<file path="config.mk">
export PLATFORM = sky130hd
export DESIGN_NAME = vga_dither_pwm_flat
export DESIGN_NICKNAME = d
export VERILOG_FILES = /design/src/rtl/vga_dither_pwm_if.sv /design/src/rtl/vga_dither_pwm.sv /design/src/flat_wrapper.sv
export SDC_FILE = /design/constraint.sdc
export NUM_CORES = 1
export LEC_CHECK = 0
export BUFFER_PORTS_ARGS = -buffer_cell sky130_fd_sc_hd__buf_4
export CAP_MARGIN = 20
export CORE_ASPECT_RATIO = 0.5
export CORE_MARGIN = 5
export CORE_UTILIZATION = 35
export DETAILED_ROUTE_END_ITERATION = 12
export GPL_ROUTABILITY_DRIVEN = 0
export SYNTH_ARGS = -nofsm -noshare
export SYNTH_HDL_FRONTEND = slang
export SYNTH_SLANG_ARGS = --single-unit
</file>
<file path="constraint.sdc">
create_clock -name clk -period 2.6 [get_ports clk]
set_input_delay 0.13 -clock clk [delete_from_list [all_inputs] [get_ports clk]]
set_output_delay 0.13 -clock clk [all_outputs]
set_load 0.05 [all_outputs]
</file>
<file path="src/rtl/vga_dither_pwm_if.sv">
// Pixel/sync bundle for the VGA PWM ditherer.
//   master : pixel source (drives ce_pix, mode, csync_en, syncs, din; observes outputs)
//   slave  : ditherer (consumes inputs, drives dout and delayed syncs)
interface vga_dither_pwm_if #(
  parameter int unsigned IN_BITS = 8
);
  logic                   ce_pix;
  logic                   mode;
  logic                   csync_en;
  logic                   hsync;
  logic                   vsync;
  logic                   csync;
  logic [3*IN_BITS-1:0]   din;
  logic [3*IN_BITS-1:0]   dout;
  logic                   hs_out;
  logic                   vs_out;
  logic                   cs_out;

  modport master (
    output ce_pix, mode, csync_en, hsync, vsync, csync, din,
    input  dout, hs_out, vs_out, cs_out
  );

  modport slave (
    input  ce_pix, mode, csync_en, hsync, vsync, csync, din,
    output dout, hs_out, vs_out, cs_out
  );
endinterface

</file>
<file path="src/rtl/vga_dither_pwm.sv">
// Temporal/spatial PWM ditherer for the analog VGA DAC path.
// Reduces each RGB channel from IN_BITS to OUT_BITS, recovering the dropped
// fraction by bumping the kept MSBs on a rotating pixel/line/frame phase.
// Optional macro VGA_DITHER_FRAME_EN enables per-frame phase rotation.
// Ports:
//   clk   : pixel/system clock
//   reset : synchronous active-high reset
//   bus   : vga_dither_pwm_if.slave (ce_pix, mode, csync_en, hsync, vsync,
//           csync, din in; dout, hs_out, vs_out, cs_out out, 1-stage latency)
module vga_dither_pwm #(
  parameter int unsigned IN_BITS  = 8,
  parameter int unsigned OUT_BITS = 6
) (
  input  logic             clk,
  input  logic             reset,
  vga_dither_pwm_if.slave  bus
);

  localparam int unsigned FRAC = IN_BITS - OUT_BITS;
  localparam int unsigned DW   = 3 * IN_BITS;

  if (OUT_BITS < 1 || OUT_BITS >= IN_BITS) begin : g_param_check
    $error("vga_dither_pwm: OUT_BITS must satisfy 1 <= OUT_BITS < IN_BITS");
  end

  logic [FRAC-1:0] pix_ph;
  logic [FRAC-1:0] line_ph;
  logic [FRAC-1:0] frame_ph;
  logic            ls_q;
  logic            vs_q;
  logic [DW-1:0]   dout_q;
  logic            hs_q;
  logic            vs_out_q;
  logic            cs_q;

  logic            ls_c;
  logic            ls_rise_c;
  logic            vs_rise_c;
  logic [FRAC-1:0] ph_c;
  logic [DW-1:0]   dith_c;

  // Line timing source and sync edge detection
  assign ls_c      = bus.csync_en ? bus.csync : bus.hsync;
  assign ls_rise_c = ls_c & ~ls_q;
  assign vs_rise_c = bus.vsync & ~vs_q;

  // Effective phase wraps naturally at FRAC bits
  assign ph_c = FRAC'(pix_ph + line_ph + frame_ph);

  // Per-channel conditional increment of the kept MSBs, saturating at all-ones
  always_comb begin
    dith_c = '0;
    for (int c = 0; c < 3; c++) begin
      logic [OUT_BITS-1:0] hi;
      logic [FRAC-1:0]     lo;
      hi = bus.din[c*IN_BITS+FRAC +: OUT_BITS];
      lo = bus.din[c*IN_BITS +: FRAC];
      if (bus.mode && (ph_c < lo) && (hi != '1)) begin
        hi = hi + OUT_BITS'(1);
      end
      dith_c[c*IN_BITS+FRAC +: OUT_BITS] = hi;
    end
  end

  // Phase counters and edge-detect history
  always_ff @(posedge clk) begin
    if (reset) begin
      pix_ph  <= '0;
      line_ph <= '0;
      ls_q    <= 1'b0;
      vs_q    <= 1'b0;
    end else if (bus.ce_pix) begin
      pix_ph <= ls_c ? '0 : FRAC'(pix_ph + FRAC'(1));
      // A new frame restarts the line phase, overriding a coincident line edge
      if (vs_rise_c) begin
        line_ph <= '0;
      end else if (ls_rise_c) begin
        line_ph <= FRAC'(line_ph + FRAC'(1));
      end
      ls_q <= ls_c;
      vs_q <= bus.vsync;
    end
  end

`ifdef VGA_DITHER_FRAME_EN
  // Per-frame rotation of the dither pattern
  always_ff @(posedge clk) begin
    if (reset) begin
      frame_ph <= '0;
    end else if (bus.ce_pix && vs_rise_c) begin
      frame_ph <= FRAC'(frame_ph + FRAC'(1));
    end
  end
`else
  assign frame_ph = '0;
`endif

  // Single output stage keeps pixels and syncs aligned
  always_ff @(posedge clk) begin
    if (reset) begin
      dout_q   <= '0;
      hs_q     <= 1'b0;
      vs_out_q <= 1'b0;
      cs_q     <= 1'b0;
    end else if (bus.ce_pix) begin
      dout_q   <= dith_c;
      hs_q     <= bus.hsync;
      vs_out_q <= bus.vsync;
      cs_q     <= bus.csync;
    end
  end

  assign bus.dout   = dout_q;
  assign bus.hs_out = hs_q;
  assign bus.vs_out = vs_out_q;
  assign bus.cs_out = cs_q;

endmodule
</file>
<file path="src/flat_wrapper.sv">
// flat-port wrapper written by rule: the top's interface ports become plain ports
module vga_dither_pwm_flat 
#(
  parameter int unsigned IN_BITS  = 8,
  parameter int unsigned OUT_BITS = 6
)
  (clk, reset, bus_ce_pix, bus_mode, bus_csync_en, bus_hsync, bus_vsync, bus_csync, bus_din, bus_dout, bus_hs_out, bus_vs_out, bus_cs_out);
  vga_dither_pwm_if #(.IN_BITS(IN_BITS)) bus_i ();
  input  logic clk;
  input  logic reset;
  input wire logic [$bits(bus_i.ce_pix)-1:0] bus_ce_pix;
  input wire logic [$bits(bus_i.mode)-1:0] bus_mode;
  input wire logic [$bits(bus_i.csync_en)-1:0] bus_csync_en;
  input wire logic [$bits(bus_i.hsync)-1:0] bus_hsync;
  input wire logic [$bits(bus_i.vsync)-1:0] bus_vsync;
  input wire logic [$bits(bus_i.csync)-1:0] bus_csync;
  input wire logic [$bits(bus_i.din)-1:0] bus_din;
  output wire logic [$bits(bus_i.dout)-1:0] bus_dout;
  output wire logic [$bits(bus_i.hs_out)-1:0] bus_hs_out;
  output wire logic [$bits(bus_i.vs_out)-1:0] bus_vs_out;
  output wire logic [$bits(bus_i.cs_out)-1:0] bus_cs_out;
  assign bus_i.ce_pix = bus_ce_pix;
  assign bus_i.mode = bus_mode;
  assign bus_i.csync_en = bus_csync_en;
  assign bus_i.hsync = bus_hsync;
  assign bus_i.vsync = bus_vsync;
  assign bus_i.csync = bus_csync;
  assign bus_i.din = bus_din;
  assign bus_dout = bus_i.dout;
  assign bus_hs_out = bus_i.hs_out;
  assign bus_vs_out = bus_i.vs_out;
  assign bus_cs_out = bus_i.cs_out;
  vga_dither_pwm #(.IN_BITS(IN_BITS), .OUT_BITS(OUT_BITS)) u_core (.clk(clk), .reset(reset), .bus(bus_i));
endmodule
</file>
==> results.md, run 1 <==
* Final Skew at ~0.0018 ns
* Main combinational cell family by area after synthesis: simple AND/OR/NAND/NOR gates
* Outcome: complete, no violations
* #FFs+latches synth at 26
* Final Power at 1.12 mW
* Starting Density at 0.369
* Placed cell count at 306
* Fin crit share at 0.916
* Area share of the largest cell type after synthesis at 0.314
* Worst VDD drop at between 0.3 and 0.4 mV
* Clock buffer depth at 2
* First-pass GRT wire length at 6.69 mm
* Pwr dens at a little over 500 nW/um2
* Post-cts sizing count at 0
* Worst Setup Path Type: register to register
* Clk sinks at 26
* Overall routing resource usage at 0.129
* Clk Tree Root Cell: clkbuf_8
* Placed standard-cell area at 2070 um2
* Post-Syn Instances at 197
* Sw Ratio at 0.323
* # H-tree levels at 1
* Netlist cell types at 47
* I/O pin total at 59
* Final non-filler cell area at 2160 um2
* Post-detail-place hpwl at 3.05 mm
* Pin count of the biggest net entering global routing at 46
* Clk network pwr share at 0.299
* Max-slew violation count at 0
* Setup TNS at 0 ns
* Rows at 17
* WL/cell at roughly 13 um
* Register clock-pin slew on the reported worst setup and hold paths at roughly 0.09 ns
* Die Footprint at 6290 um2
* Seq pwr share at 0.394
* Post-Synth XOR/XNOR Area at 0.0212
* Die Span Y at a little under 60 um
* Post-synth EDFFs at 0
* Setup slack, reg-to-reg at 0.22 ns
* Die Span X at roughly 110 um
* Vias per std cell at 5.02
* Final worst setup slack at 0.219 ns
* Worst-path fanout max at 7
* DRC at 0
* GRT overflow at 0
* Pint at between 700 and 800 uW
* Worst Setup End Kind: register
* Final setup vio count at 0
* Sequential cell area fraction in the yosys report at 0.314
* Met2 wire length at between 1.5 and 2 mm
* WHS at 0.101 ns
* Detailed Routing Iterations Pass 1 at 4
* HP Class: input pin to register
* Initial drt markers at 84
* Vias in the first global route at 1450
* Fin crit period at roughly 2.4 ns
* DRT antenna net count at 0
* Core Util, Final at 0.481
* PortBufs at 52
* CTS tree: built
* Post-Synth Adder-Cell Area at 0.0529
* NetSw at 362 uW
* Hold Buf Count CTS at 0
* Comb pwr share at 0.307
* Antenna diodes at 0
* Worst r2r dst: u_core.bus.dout[5]$_SDFFE_PP0P_
* Critical path startpoint category: register
* Max Freq at between 0.4 and 0.5 GHz
* Fraction of layout cells with a size suffix above 1 at 0.287
* Post-synth top area cell: dfxtp_1
* Mapped Area at approximately 1700 um2
* Worst-Skew Late Latency at 0.27 ns
* Max-cap violation count at 0
* Pre-CTS WS at about 0.17 ns
* Total number of vias at 1555
* CP Launch Point: u_core.pix_ph[0]$_SDFFE_PP0P_
* DR WL met3 at 247 um
* Final hold vios at 0
* Worst Path Arrival at 2.56 ns
* Total wire length at 3.95 mm
* Layout area overhead at 30.4%
* Ranking of synthesized cells by area: dfxtp_1, mux2i_1, a211oi_1, nor2_1, ha_1
* Simple-gate portion of the synthesized area at 0.248
* Worst Path Required at about 2.8 ns
* R2r worst-path depth at 8
* Postcts setup bufs at 0
* Crit path to: u_core.bus.dout[5]$_SDFFE_PP0P_
* Mux cell area share after synthesis at 0.0733
* Core Footprint at roughly 4500 um2
* Dominant synthesized flop cell: dfxtp_1
* R2R Path Start: u_core.pix_ph[0]$_SDFFE_PP0P_
* Yosys warns at 0
* Commonest cells post-synth: dfxtp_1, nor2_1, a211oi_1
* Highest metal used: met4
* M1 WL at ~1.9 mm
* Initial antenna violation count at 0
* Leakage at approximately 0.9 nW
* # nets final at between 200 and 300
* Fraction of registers with async set/reset at 0
* Post-synthesis area per instance at 8.40 um2
* Final non-filler cell total at slightly above 300
* Number of buffers created by CTS at 3
* Unrepaired setup endpoints after global routing: no
* Compound-Gate Fraction of Synth Area at 0.220
==> metal layers <==
layer | global-route usage | vias to the layer above
li1 | - | 808
met1 | 0.174 | 703
met4 | 0.0219 | 0
met5 | 0 | -
met3 | 0.0318 | 2
met2 | 0.212 | 42
==> area by class of cell <==
| type | instances | area (um2) |
|---|---|---|
| Clock buffer | 3 | 41.3 |
| Multi-Input combinational cell | 152 | 1060 |
| Sequential cell | 26 | 520 |
| Timing Repair Buffer | 52 | 390 |
| Clock inverter | 1 | 30.0 |
| Tap cell | 66 | 82.6 |
| Inverter | 10 | 37.5 |
| Fill cell | 449 | 2330 |
==> cells in the final DEF, fill, tap and decap left out, types with 2 or more instances in the layout <==
master	netlist	final
dfxtp_1	26	26
a311oi_1	4	4
nor3_1	4	4
conb_1	1	6
nand4b_1	2	2
a31oi_1	3	3
a21o_1	2	2
xnor2_2	0	2
nor2_1	26	26
nand2b_1	7	7
a211oi_2	3	3
and3_1	2	2
and4_1	3	3
buf_4	6	52
xnor2_1	4	2
clkbuf_8	0	3
nand2_1	9	9
ha_1	7	7
inv_1	9	9
nand3b_1	2	2
a221oi_2	2	2
nand2b_2	2	2
nand3_1	8	8
nor4_1	2	2
o21ai_0	6	6
and2_1	3	3
mux2i_1	11	11
a21oi_1	4	4
a211oi_1	13	13
==> cells by family after synthesis <==
logic type               Yosys count
multiplexers                      12
AND/OR/NAND/NOR                   77
other                              1
XOR/XNOR                           4
flip-flops                        26
adder cells (fa/ha/maj)            7
AO/OA/AOI/OAI                     46
buffers and inverters             24
==> power groups by stage <==
stage,combinational [mW],sequential (mW),clock (mW)
6_report,0.344,0.441,0.334
5_1_grt,0.371,0.446,0.366
4_1_cts,0.344,0.442,0.350
3_5_place_dp,0.343,0.450,0
3_3_place_gp,0.340,0.450,0
2_1_floorplan,0.155,0.532,0
==> registers in the layout, summed over array words and instances, names as in the netlist <==
name,flops
u_core.bus.dout,18
u_core.line_ph,2
u_core.pix_ph,2
u_core.bus.cs_out,1
u_core.bus.hs_out,1
u_core.ls_q,1
u_core.vs_q,1
==> critical path, cell delays in order, from the launching register on <==
cell and delay, ns:
dfxtp_1 0.35, ha_1 0.21, xnor2_2 0.15, xnor2_2 0.18, ha_1 0.19, nand2b_1 0.18
a21o_1 0.24, or4_1 0.52, a311oi_1 0.27
==> worst min-delay path by stage <==
stage	start	endpoint	slack, ns	cells after the start
global placement	bus_vsync	u_core.vs_q$_SDFFE_PP0P_	0.38	3
detailed placement	bus_vsync	u_core.vs_q$_SDFFE_PP0P_	0.39	3
global route	bus_csync	u_core.bus.cs_out$_SDFFE_PP0P_	0.11	3
CTS	bus_vsync	u_core.vs_q$_SDFFE_PP0P_	0.09	3
finish	bus_vsync	u_core.vs_q$_SDFFE_PP0P_	0.10	3
floorplan	bus_csync	u_core.bus.cs_out$_SDFFE_PP0P_	0.28	2
No activity file was read; power rests on OpenSTA's default activity.
==> inputs of run 2 (changes only) <==
Settings changed: PLACE_DENSITY_LB_ADDON from default to 0.2.
==> run 2 against run 1 <==
Against the previous run: combinational power about the same; clock skew about the same; first-iteration DRC count decreased by 42%; sequential power about the same; die area unchanged; core utilization decreased by 0.53 points; maximum frequency decreased by 3.6%.
==> results.md, run 2 (synthesized netlist as in run 1, its figures left out) <==
* Fill cell count at 454 (was 449)
* Antenna diodes at 0 (unchanged)
* Vias in the first global route at 1490 (was 1450)
* Initial antenna violation count at 0 (unchanged)
* Vias per std cell at 5.02 (about the same)
* Die Span Y at 58.6 um (unchanged)
* Die Footprint at 6290 um2 (unchanged)
* Detailed Routing Iterations Pass 1 at 4 (unchanged)
* WL/cell at 13.0 um (was 12.7 um)
* Fraction of layout cells with a size suffix above 1 at 0.282 (was 0.287)
* Worst Setup Path Type: register to register (unchanged)
* Fin crit period at 2.47 ns (was 2.38 ns)
* Starting Density at 0.369 (unchanged)
* Final non-filler cell area at 2130 um2 (was 2160 um2)
* DRC at 0 (unchanged)
* HP Class: input pin to register (unchanged)
* PortBufs at 52 (unchanged)
* Final worst setup slack at 0.130 ns (was 0.219 ns)
* Max Freq at 0.405 GHz (was 0.420 GHz)
* Register clock-pin slew on the reported worst setup and hold paths at 0.09 ns (about the same)
* Max-cap violation count at 0 (unchanged)
* Area of the multi-input gates at 1040 um2 (was 1060 um2)
* Worst Setup End Kind: register (unchanged)
* GRT overflow at 0 (unchanged)
* Hold path depth at 3 (unchanged)
* Critical path startpoint category: register (unchanged)
* Post-cts sizing count at 0 (unchanged)
* Number of buffers created by CTS at 3 (unchanged)
* Hold Buf Count CTS at 0 (unchanged)
* Worst VDD drop at 0.235 mV (was 0.342 mV)
* DRT antenna net count at 0 (unchanged)
* Worst-path fanout max at 7 (unchanged)
* Post-detail-place hpwl at 3.06 mm (was 3.05 mm)
* Unrepaired setup endpoints after global routing: no (unchanged)
* Most common cell after layout, fill and taps aside: buf_4 (unchanged)
* Setup TNS at 0 ns (unchanged)
* Pwr dens at 494 nW/um2 (was 519 nW/um2)
* Clk Tree Root Cell: clkbuf_8 (unchanged)
* Max reg flops at 18 (unchanged)
* Final setup vio count at 0 (unchanged)
* Total wire length at 4.05 mm (was 3.95 mm)
* Outcome: complete, no violations (unchanged)
* Rows at 17 (unchanged)
* Core Footprint at 4490 um2 (unchanged)
* First-pass GRT wire length at 6.58 mm (was 6.69 mm)
* Clock buffer depth at 2 (unchanged)
* Layout area overhead at 28.9% (was 30.4%)
* # H-tree levels at 1 (unchanged)
* R2r worst-path depth at 7 (was 8)
* Overall routing resource usage at 0.129 (about the same)
* # nets final at 285 (was 284)
* Worst-Skew Late Latency at 0.27 ns (about the same)
* Leakage at 0.899 nW (was 0.911 nW)
* Worst Path Arrival at 2.65 ns (was 2.56 ns)
* Total number of vias at 1561 (was 1555)
* Placed standard-cell area at 2080 um2 (was 2070 um2)
* Final Skew at 0.00195 ns (was 0.00178 ns)
* Pin count of the biggest net entering global routing at 46 (unchanged)
* Fin crit share at 0.950 (was 0.916)
* Max-slew violation count at 0 (unchanged)
* Pre-CTS WS at 0.181 ns (was 0.166 ns)
* Postcts setup bufs at 0 (unchanged)
* I/O pin total at 59 (unchanged)
* Initial drt markers at 49 (was 84)
* Worst Path Required at 2.78 ns (about the same)
* Reg area at 520 um2 (unchanged)
* Clk sinks at 26 (unchanged)
* Final hold vios at 0 (unchanged)
* Most frequent cells in the layout: buf_4, nor2_1, dfxtp_1 (unchanged)
* Die Span X at 107 um (unchanged)
* CTS tree: built (unchanged)
-- run 2: worst paths after layout --
| check | startpoint | endpoint | slack, ns |
|---|---|---|---|
| min | bus_hsync | u_core.bus.hs_out$_SDFFE_PP0P_ | 0.10 |
| max | u_core.pix_ph[0]$_SDFFE_PP0P_ | u_core.bus.dout[5]$_SDFFE_PP0P_ | 0.13 |
| max reg2reg | u_core.pix_ph[0]$_SDFFE_PP0P_ | u_core.bus.dout[5]$_SDFFE_PP0P_ | 0.13 |
| min reg2reg | u_core.bus.dout[12]$_SDFFE_PP0P_ | u_core.bus.dout[12]$_SDFFE_PP0P_ | 0.49 |
-- run 2: power by group --
| part | internal (mW) | switching [mW] |
|---|---|---|
| clock | 0.136 | 0.133 |
| combinational | 0.126 | 0.218 |
| sequential | 0.426 | 0.0157 |
-- run 2: final cells by class --
class | count | area share
Multi-Input combinational cell | 152 | 0.488
Sequential cell | 26 | 0.244
Timing Repair Buffer | 53 | 0.186
Tap cell | 66 | 0.0387
Clock buffer | 4 | 0.0258
Inverter | 10 | 0.0176
-- run 2: metrics by stage --
step / hold WS [ns] / cells / utilization / total power [mW]
floorplan: 0.277 / 202 / - / 0.686
global placement: 0.379 / 307 / 0.463 / 0.791
detailed placement: 0.389 / 307 / 0.463 / 0.795
CTS: 0.0946 / 311 / 0.476 / 1.07
global route: 0.109 / 311 / 0.476 / 1.12
finish: 0.102 / 311 / 0.476 / 1.05
-- run 2: worst max-delay path, stage by stage (launching register included) --
cell	delay, ns
dfxtp_1	0.35
ha_1	0.20
xnor2_1	0.13
xnor2_1	0.33
ha_1	0.33
a21o_1	0.23
or4_1	0.52
a311oi_1	0.28
-- run 2: routing by layer --
| layer | part of all wire | global-route usage | up-vias |
|---|---|---|---|
| met4 | 0.0067 | 0.0273 | 0 |
| met5 | 0 | 0 | - |
| met3 | 0.057 | 0.0361 | 2 |
| met1 | 0.49 | 0.168 | 719 |
| li1 | - | - | 804 |
| met2 | 0.44 | 0.215 | 36 |
